[config.mk]
export PLATFORM = sky130hd
export DESIGN_NAME = dm_arbiter
export DESIGN_NICKNAME = d
export VERILOG_FILES = /design/src/rtl/dm_arb_pkg.sv /design/src/rtl/dm_rr_pick.sv /design/src/rtl/dm_arbiter.sv
export SDC_FILE = /design/constraint.sdc
export NUM_CORES = 1
export LEC_CHECK = 0
export CAP_MARGIN = 5
export CORE_AREA = 2 2 145 147
export DETAILED_ROUTE_END_ITERATION = 8
export DIE_AREA = 0 0 147 149
export PLACE_DENSITY = 0.69
export SLEW_MARGIN = 15
export SYNTH_ARGS = -nofsm -noshare
export SYNTH_HDL_FRONTEND = slang
export SYNTH_SLANG_ARGS = --single-unit
[constraint.sdc]
create_clock -name clk_i -period 3.6 [get_ports clk_i]
set_clock_uncertainty 0.2 [all_clocks]
set_input_delay 0.36 -clock clk_i [delete_from_list [all_inputs] [get_ports clk_i]]
set_output_delay 0.36 -clock clk_i [all_outputs]
set_load 0.02 [all_outputs]
[src/rtl/dm_arb_pkg.sv]
// Shared types and helpers for the two-port data-memory arbiter.
package dm_arb_pkg;

    typedef enum logic {ARB_IDLE, ARB_ACCESS} arb_state_t;

    localparam int unsigned PORT_CPU  = 0;
    localparam int unsigned PORT_DBG  = 1;
    localparam int unsigned DM_AWIDTH = 32;

    typedef struct packed {
        logic                 we;
        logic [DM_AWIDTH-1:0] addr;
        logic [DM_AWIDTH-1:0] wdata;
    } dm_req_t;

    // Word-aligned and inside the memory's word range.
    function automatic logic dm_addr_ok(input logic [DM_AWIDTH-1:0] addr,
                                        input int unsigned alength);
        return (addr[1:0] == 2'b00) && ((addr >> 2) < alength);
    endfunction

endpackage

[src/rtl/dm_rr_pick.sv]
// Combinational two-way round-robin picker; a tie goes to the port not granted last.
module dm_rr_pick (
    input  logic [1:0] req_i,
    input  logic       last_i,
    output logic       valid_o,
    output logic       winner_o
);

    assign valid_o  = |req_i;
    assign winner_o = (&req_i) ? ~last_i : req_i[1];

endmodule

[src/rtl/dm_arbiter.sv]
// Serialises CPU and debug-port accesses onto the single data memory as a
// two-cycle grant/access sequence with address checking.
module dm_arbiter
    import dm_arb_pkg::*;
#(
    parameter int unsigned AWIDTH  = DM_AWIDTH,
    parameter int unsigned ALENGTH = 128
) (
    input  logic              clk_i,
    input  logic              rst_i,
    input  logic              p0_req_i,
    input  logic              p0_we_i,
    input  logic [AWIDTH-1:0] p0_addr_i,
    input  logic [AWIDTH-1:0] p0_wdata_i,
    output logic              p0_gnt_o,
    output logic              p0_done_o,
    output logic [AWIDTH-1:0] p0_rdata_o,
    output logic              p0_err_o,
    input  logic              p1_req_i,
    input  logic              p1_we_i,
    input  logic [AWIDTH-1:0] p1_addr_i,
    input  logic [AWIDTH-1:0] p1_wdata_i,
    output logic              p1_gnt_o,
    output logic              p1_done_o,
    output logic [AWIDTH-1:0] p1_rdata_o,
    output logic              p1_err_o,
    output logic              mem_we_o,
    output logic [AWIDTH-1:0] mem_addr_o,
    output logic [AWIDTH-1:0] mem_wdata_o,
    input  logic [AWIDTH-1:0] mem_rdata_i
);

    arb_state_t        state_q, state_d;
    logic              ptr_q, ptr_d;
    logic              win_q, win_d;
    dm_req_t           acc_q, acc_d;
    logic [1:0]        gnt_q, gnt_d;
    logic [1:0]        done_q, done_d;
    logic [1:0]        err_q, err_d;
    logic [AWIDTH-1:0] rdata_q [2];
    logic [AWIDTH-1:0] rdata_d [2];
    logic              pick_valid, pick_winner;
    logic              acc_ok;

    dm_rr_pick u_pick (
        .req_i    ({p1_req_i, p0_req_i}),
        .last_i   (ptr_q),
        .valid_o  (pick_valid),
        .winner_o (pick_winner)
    );

    assign acc_ok = dm_addr_ok(acc_q.addr, ALENGTH);

    always_comb begin
        state_d    = state_q;
        ptr_d      = ptr_q;
        win_d      = win_q;
        acc_d      = acc_q;
        gnt_d      = '0;
        done_d     = '0;
        err_d      = '0;
        rdata_d[0] = '0;
        rdata_d[1] = '0;
        case (state_q)
            ARB_IDLE: begin
                if (pick_valid) begin
                    state_d            = ARB_ACCESS;
                    ptr_d              = pick_winner;
                    win_d              = pick_winner;
                    gnt_d[pick_winner] = 1'b1;
                    if (pick_winner) begin
                        acc_d = '{we: p1_we_i, addr: p1_addr_i, wdata: p1_wdata_i};
                    end else begin
                        acc_d = '{we: p0_we_i, addr: p0_addr_i, wdata: p0_wdata_i};
                    end
                end
            end
            ARB_ACCESS: begin
                state_d       = ARB_IDLE;
                done_d[win_q] = 1'b1;
                err_d[win_q]  = ~acc_ok;
                if (acc_ok && !acc_q.we) begin
                    rdata_d[win_q] = mem_rdata_i;
                end
            end
            default: state_d = ARB_IDLE;
        endcase
    end

    always_ff @(posedge clk_i) begin
        if (rst_i) begin
            state_q    <= ARB_IDLE;
            ptr_q      <= 1'b1;
            win_q      <= 1'b0;
            acc_q      <= '0;
            gnt_q      <= '0;
            done_q     <= '0;
            err_q      <= '0;
            rdata_q[0] <= '0;
            rdata_q[1] <= '0;
        end else begin
            state_q    <= state_d;
            ptr_q      <= ptr_d;
            win_q      <= win_d;
            acc_q      <= acc_d;
            gnt_q      <= gnt_d;
            done_q     <= done_d;
            err_q      <= err_d;
            rdata_q[0] <= rdata_d[0];
            rdata_q[1] <= rdata_d[1];
        end
    end

    // Rejected accesses never reach the memory; reset also blocks an in-flight write.
    always_comb begin
        mem_we_o    = 1'b0;
        mem_addr_o  = '0;
        mem_wdata_o = '0;
        if (state_q == ARB_ACCESS && acc_ok) begin
            mem_we_o    = acc_q.we & ~rst_i;
            mem_addr_o  = acc_q.addr;
            mem_wdata_o = acc_q.wdata;
        end
    end

    assign p0_gnt_o   = gnt_q[PORT_CPU];
    assign p0_done_o  = done_q[PORT_CPU];
    assign p0_err_o   = err_q[PORT_CPU];
    assign p0_rdata_o = rdata_q[PORT_CPU];
    assign p1_gnt_o   = gnt_q[PORT_DBG];
    assign p1_done_o  = done_q[PORT_DBG];
    assign p1_err_o   = err_q[PORT_DBG];
    assign p1_rdata_o = rdata_q[PORT_DBG];

endmodule

==> results of run 1 <==
[metrics by stage]
| stage | setup WS, ns | util (%) | cell area (µm²) | hold slack, ns | power (mW) |
|---|---|---|---|---|---|
| floorplan | 1.54 | - | 6110 | 0.271 | 2.03 |
| global placement | 0.885 | 43.3 | 8900 | 0.285 | 2.29 |
| detailed placement | 0.830 | 43.3 | 8900 | 0.291 | 2.30 |
| CTS | 0.375 | 46.1 | 9480 | 0.177 | 4.03 |
| global route | 0.224 | 46.1 | 9480 | 0.209 | 4.16 |
| finish | 0.368 | 46.1 | 9480 | 0.191 | 3.97 |
[layer usage]
metal / routed length [µm] / GRT usage (%) / up-vias
met1: 8320 / 21.3 / 2665
li1: - / - / 2923
met3: 1520 / 6.02 / 16
met5: 0 / 0 / -
met2: 9490 / 30.9 / 226
met4: 278 / 4.42 / 0
[how the worst max path moves through the flow]
stage                            from         endpoint  slack (ns)  cells past startpoint
6_report       acc_q[58]$_SDFFE_PP0P_  mem_wdata_o[12]        0.37                      5
5_1_grt        acc_q[58]$_SDFFE_PP0P_  mem_wdata_o[22]        0.22                      5
4_1_cts        acc_q[58]$_SDFFE_PP0P_   mem_wdata_o[7]        0.38                      5
3_5_place_dp   acc_q[58]$_SDFFE_PP0P_   mem_wdata_o[7]        0.83                      5
3_3_place_gp   acc_q[58]$_SDFFE_PP0P_   mem_wdata_o[4]        0.88                      5
2_1_floorplan  acc_q[43]$_SDFFE_PP0P_    mem_addr_o[2]        1.54                      5
[power by group through the flow]
stage                     logic, mW  registers [mW]  clock network [mW]
after floorplan               0.350            1.68                   0
after global placement        0.601            1.69                   0
after detailed placement      0.604            1.70                   0
after CTS                     0.606            1.66                1.76
after global routing          0.659            1.67                1.83
final                         0.596            1.66                1.71
[placed cells by master (no fill, tap or decap), types with 4 or more instances in the layout]
cell / n
clkbuf_16: 17
conb_1: 25
buf_4: 13
nor2_1: 69
clkdlybuf4s50_1: 272
nor3_2: 60
nand2_1: 234
dfxtp_1: 137
nor3_1: 47
buf_12: 4
a311oi_1: 65
[worst max-delay path, stage by stage, from the launching register on]
cell and delay [ns]:
dfxtp_1 0.31, nor4_1 0.56, nand3_4 0.18, buf_12 0.25, nor3_2 0.23, clkdlybuf4s50_1 0.62
[layout make-up]
cell class,instances,area (µm²),area share [%]
antenna,1,2.50,0.0264
clock buffer,18,439,4.63
clock inverter,14,138,1.45
multi-input combinational,523,2890,30.4
sequential,138,2760,29.2
tap,275,344,3.63
timing repair buffer,290,2910,30.7
[logic make-up after synthesis]
| logic type | count (synthesis) |
|---|---|
| compound gates | 73 |
| flops | 138 |
| simple gates | 425 |
| buf+inv | 95 |
| other cells | 1 |
[registers in the layout (all words and copies together), names as in the netlist]
signal	count
acc_q	65
done_q	2
err_q	2
gnt_q	2
ptr_q	1
rdata_q	64
state_q	1
win_q	1
==> results.py, run 1 <==
metrics = {
    "clocking": {
        "htreeDepth": 4,
        "cts_buffer_depth": 2,
        "cts_buffers": 17,
        "clock-sinks": 138,
        "insertion_delay_ns": 0.42,
        "cts.clk_slew.worst_paths_ns": 0.06,
        "cts_hold_buf": 0,
        "cts_resized": 0,
        "cts-root-buf": "clkbuf_16",
        "cts_tree": "done",
        "post_cts_buffers": 0,
    },
    "sta": {
        "setup_violations": 0,
        "rsz0062_at_grt": "no",
        "finalMaxSlewViolations": 0,
        "tightest_slew_ns": 0.879,
        "final.setup.tns_ns": 0,
        "min_period_over_period_pct": 89.8,
        "slew_headroom_pct": 41.4,
        "fmax_ghz": 0.309,
        "finalHoldViolCount": 0,
        "post-route-min-period_ns": 3.23,
    },
    "route": {
        "drtPass1Iterations": 4,
        "post_drt_wl_per_cell_um": 15.6,
        "drt_iter0_markers": 189,
        "via_count": 5830,
        "wl_um": 19600,
        "postRouteAntennaNets": 0,
        "vias_per_cell": 4.63,
        "drc": 0,
    },
    "placement": {
        "hpwl_um": 13900,
        "place_congestion": 0.769,
        "dp.cells": 1226,
        "io_buffers": 275,
    },
    "logic_synthesis": {
        "yosys-top-cells-area": "dfxtp_1 46%, nand2_1 15%, nor3_2 10%",
        "synth_top_family_by_area": "simple AND/OR/NAND/NOR gates",
        "synth_xor_area_share_pct": 0,
        "synth_edf_count": 0,
        "synthAdderAreaFrac_pct": 0,
        "synth_top_area_share_pct": 45.9,
        "synth_area_um2": 6020,
        "avgSynthCellArea_um2": 8.23,
        "synthTopCellsByCount": "234 x nand2_1, 138 x dfxtp_1, 69 x nor2_1, 65 x a311oi_1, 60 x nor3_2",
        "synthArstFlopShare_pct": 0,
        "synth_mux_area_share_pct": 0,
        "postSynthCellCount": 732,
        "synth_compound_area_share_pct": 10.6,
        "seq_area_frac_synth_pct": 45.9,
        "synth_cell_types": 29,
        "synth_most_common_cell": "nand2_1",
        "synth_top_cell_by_area": "dfxtp_1",
        "yosys_warnings": 0,
        "synth-seq-cells": 138,
        "yosys.area_share.simple_pct": 34.9,
        "synthFlopType": "dfxtp_1",
    },
    "global_routing": {
        "track_usage_pct": 17.8,
        "gr-total-overflow": 0,
        "grt_pass1_wl_um": 30500,
        "grt_max_degree": 88,
        "first_global_vias": 5664,
        "antenna_found_initial": 1,
    },
    "worst_setup_path": {
        "r2r-end": "acc_q[59]$_SDFFE_PP0P_",
        "critPathKind": "reg -> out",
        "start_kind": "flip-flop",
        "r2r-start": "state_q$_SDFF_PP0_",
        "reg2reg_slack_ns": 1.37,
        "worstPathMaxFanout": 87,
        "worstRegToRegCells": 5,
        "end_kind": "primary output",
        "cp.required_ns": 3.04,
        "cp_data_arrival_time_ns": 2.67,
    },
    "finish": {
        "nets": 1136,
        "instances_no_fill": 1259,
        "fillCellCount": 2029,
        "drive_gt1_share_pct": 12.2,
        "syn_to_final_growth_pct": 57.4,
    },
    "power": {
        "intPower_mw": 2.87,
        "p_leak_nw": 3.24,
        "power_frac_seq_pct": 41.8,
        "worst_ir_drop_vdd_mv": 0.269,
        "power.switching_mw": 1.10,
        "pwr-share-clk_pct": 43.1,
        "pwr_density_cell_nw_per_um2": 419,
        "p_comb_share_pct": 15.0,
        "p_sw_share_pct": 27.7,
    },
    "floorplanning": {
        "die_height_um": 149,
        "die_w_um": 147,
        "pin_count": 301,
        "coreArea_um2": 20600,
        "start_util_pct": 29.3,
        "rows": 53,
        "dieArea_um2": 21900,
    },
    "worst_hold_path": {
        "min_to": "done_q[0]$_SDFF_PP0_",
        "holdPathStages": 3,
        "min_from": "rst_i",
        "hold_class": "in -> reg",
    },
    "job": {
        "drv_cap": 0,
    },
    "status": {
        "status": "finished clean",
    },
}
Power figures use the tool's default switching activity.
==> inputs of run 2 (changes only) <==
--- a/config.mk
+++ b/config.mk
@@ -10,6 +10,7 @@
 export DETAILED_ROUTE_END_ITERATION = 8
 export DIE_AREA = 0 0 147 149
 export PLACE_DENSITY = 0.69
+export SKIP_LAST_GASP = 1
 export SLEW_MARGIN = 15
 export SYNTH_ARGS = -nofsm -noshare
 export SYNTH_HDL_FRONTEND = slang
==> results of run 2 <==
No change in the layout: final DEF, timing and power equal those of run 1.
==> inputs of run 3 (changes only) <==
--- a/config.mk
+++ b/config.mk
@@ -15,3 +15,4 @@
 export SYNTH_ARGS = -nofsm -noshare
 export SYNTH_HDL_FRONTEND = slang
 export SYNTH_SLANG_ARGS = --single-unit
+export TNS_END_PERCENT = 20
==> results of run 3 <==
No change in the layout: final DEF, timing and power equal those of run 1.
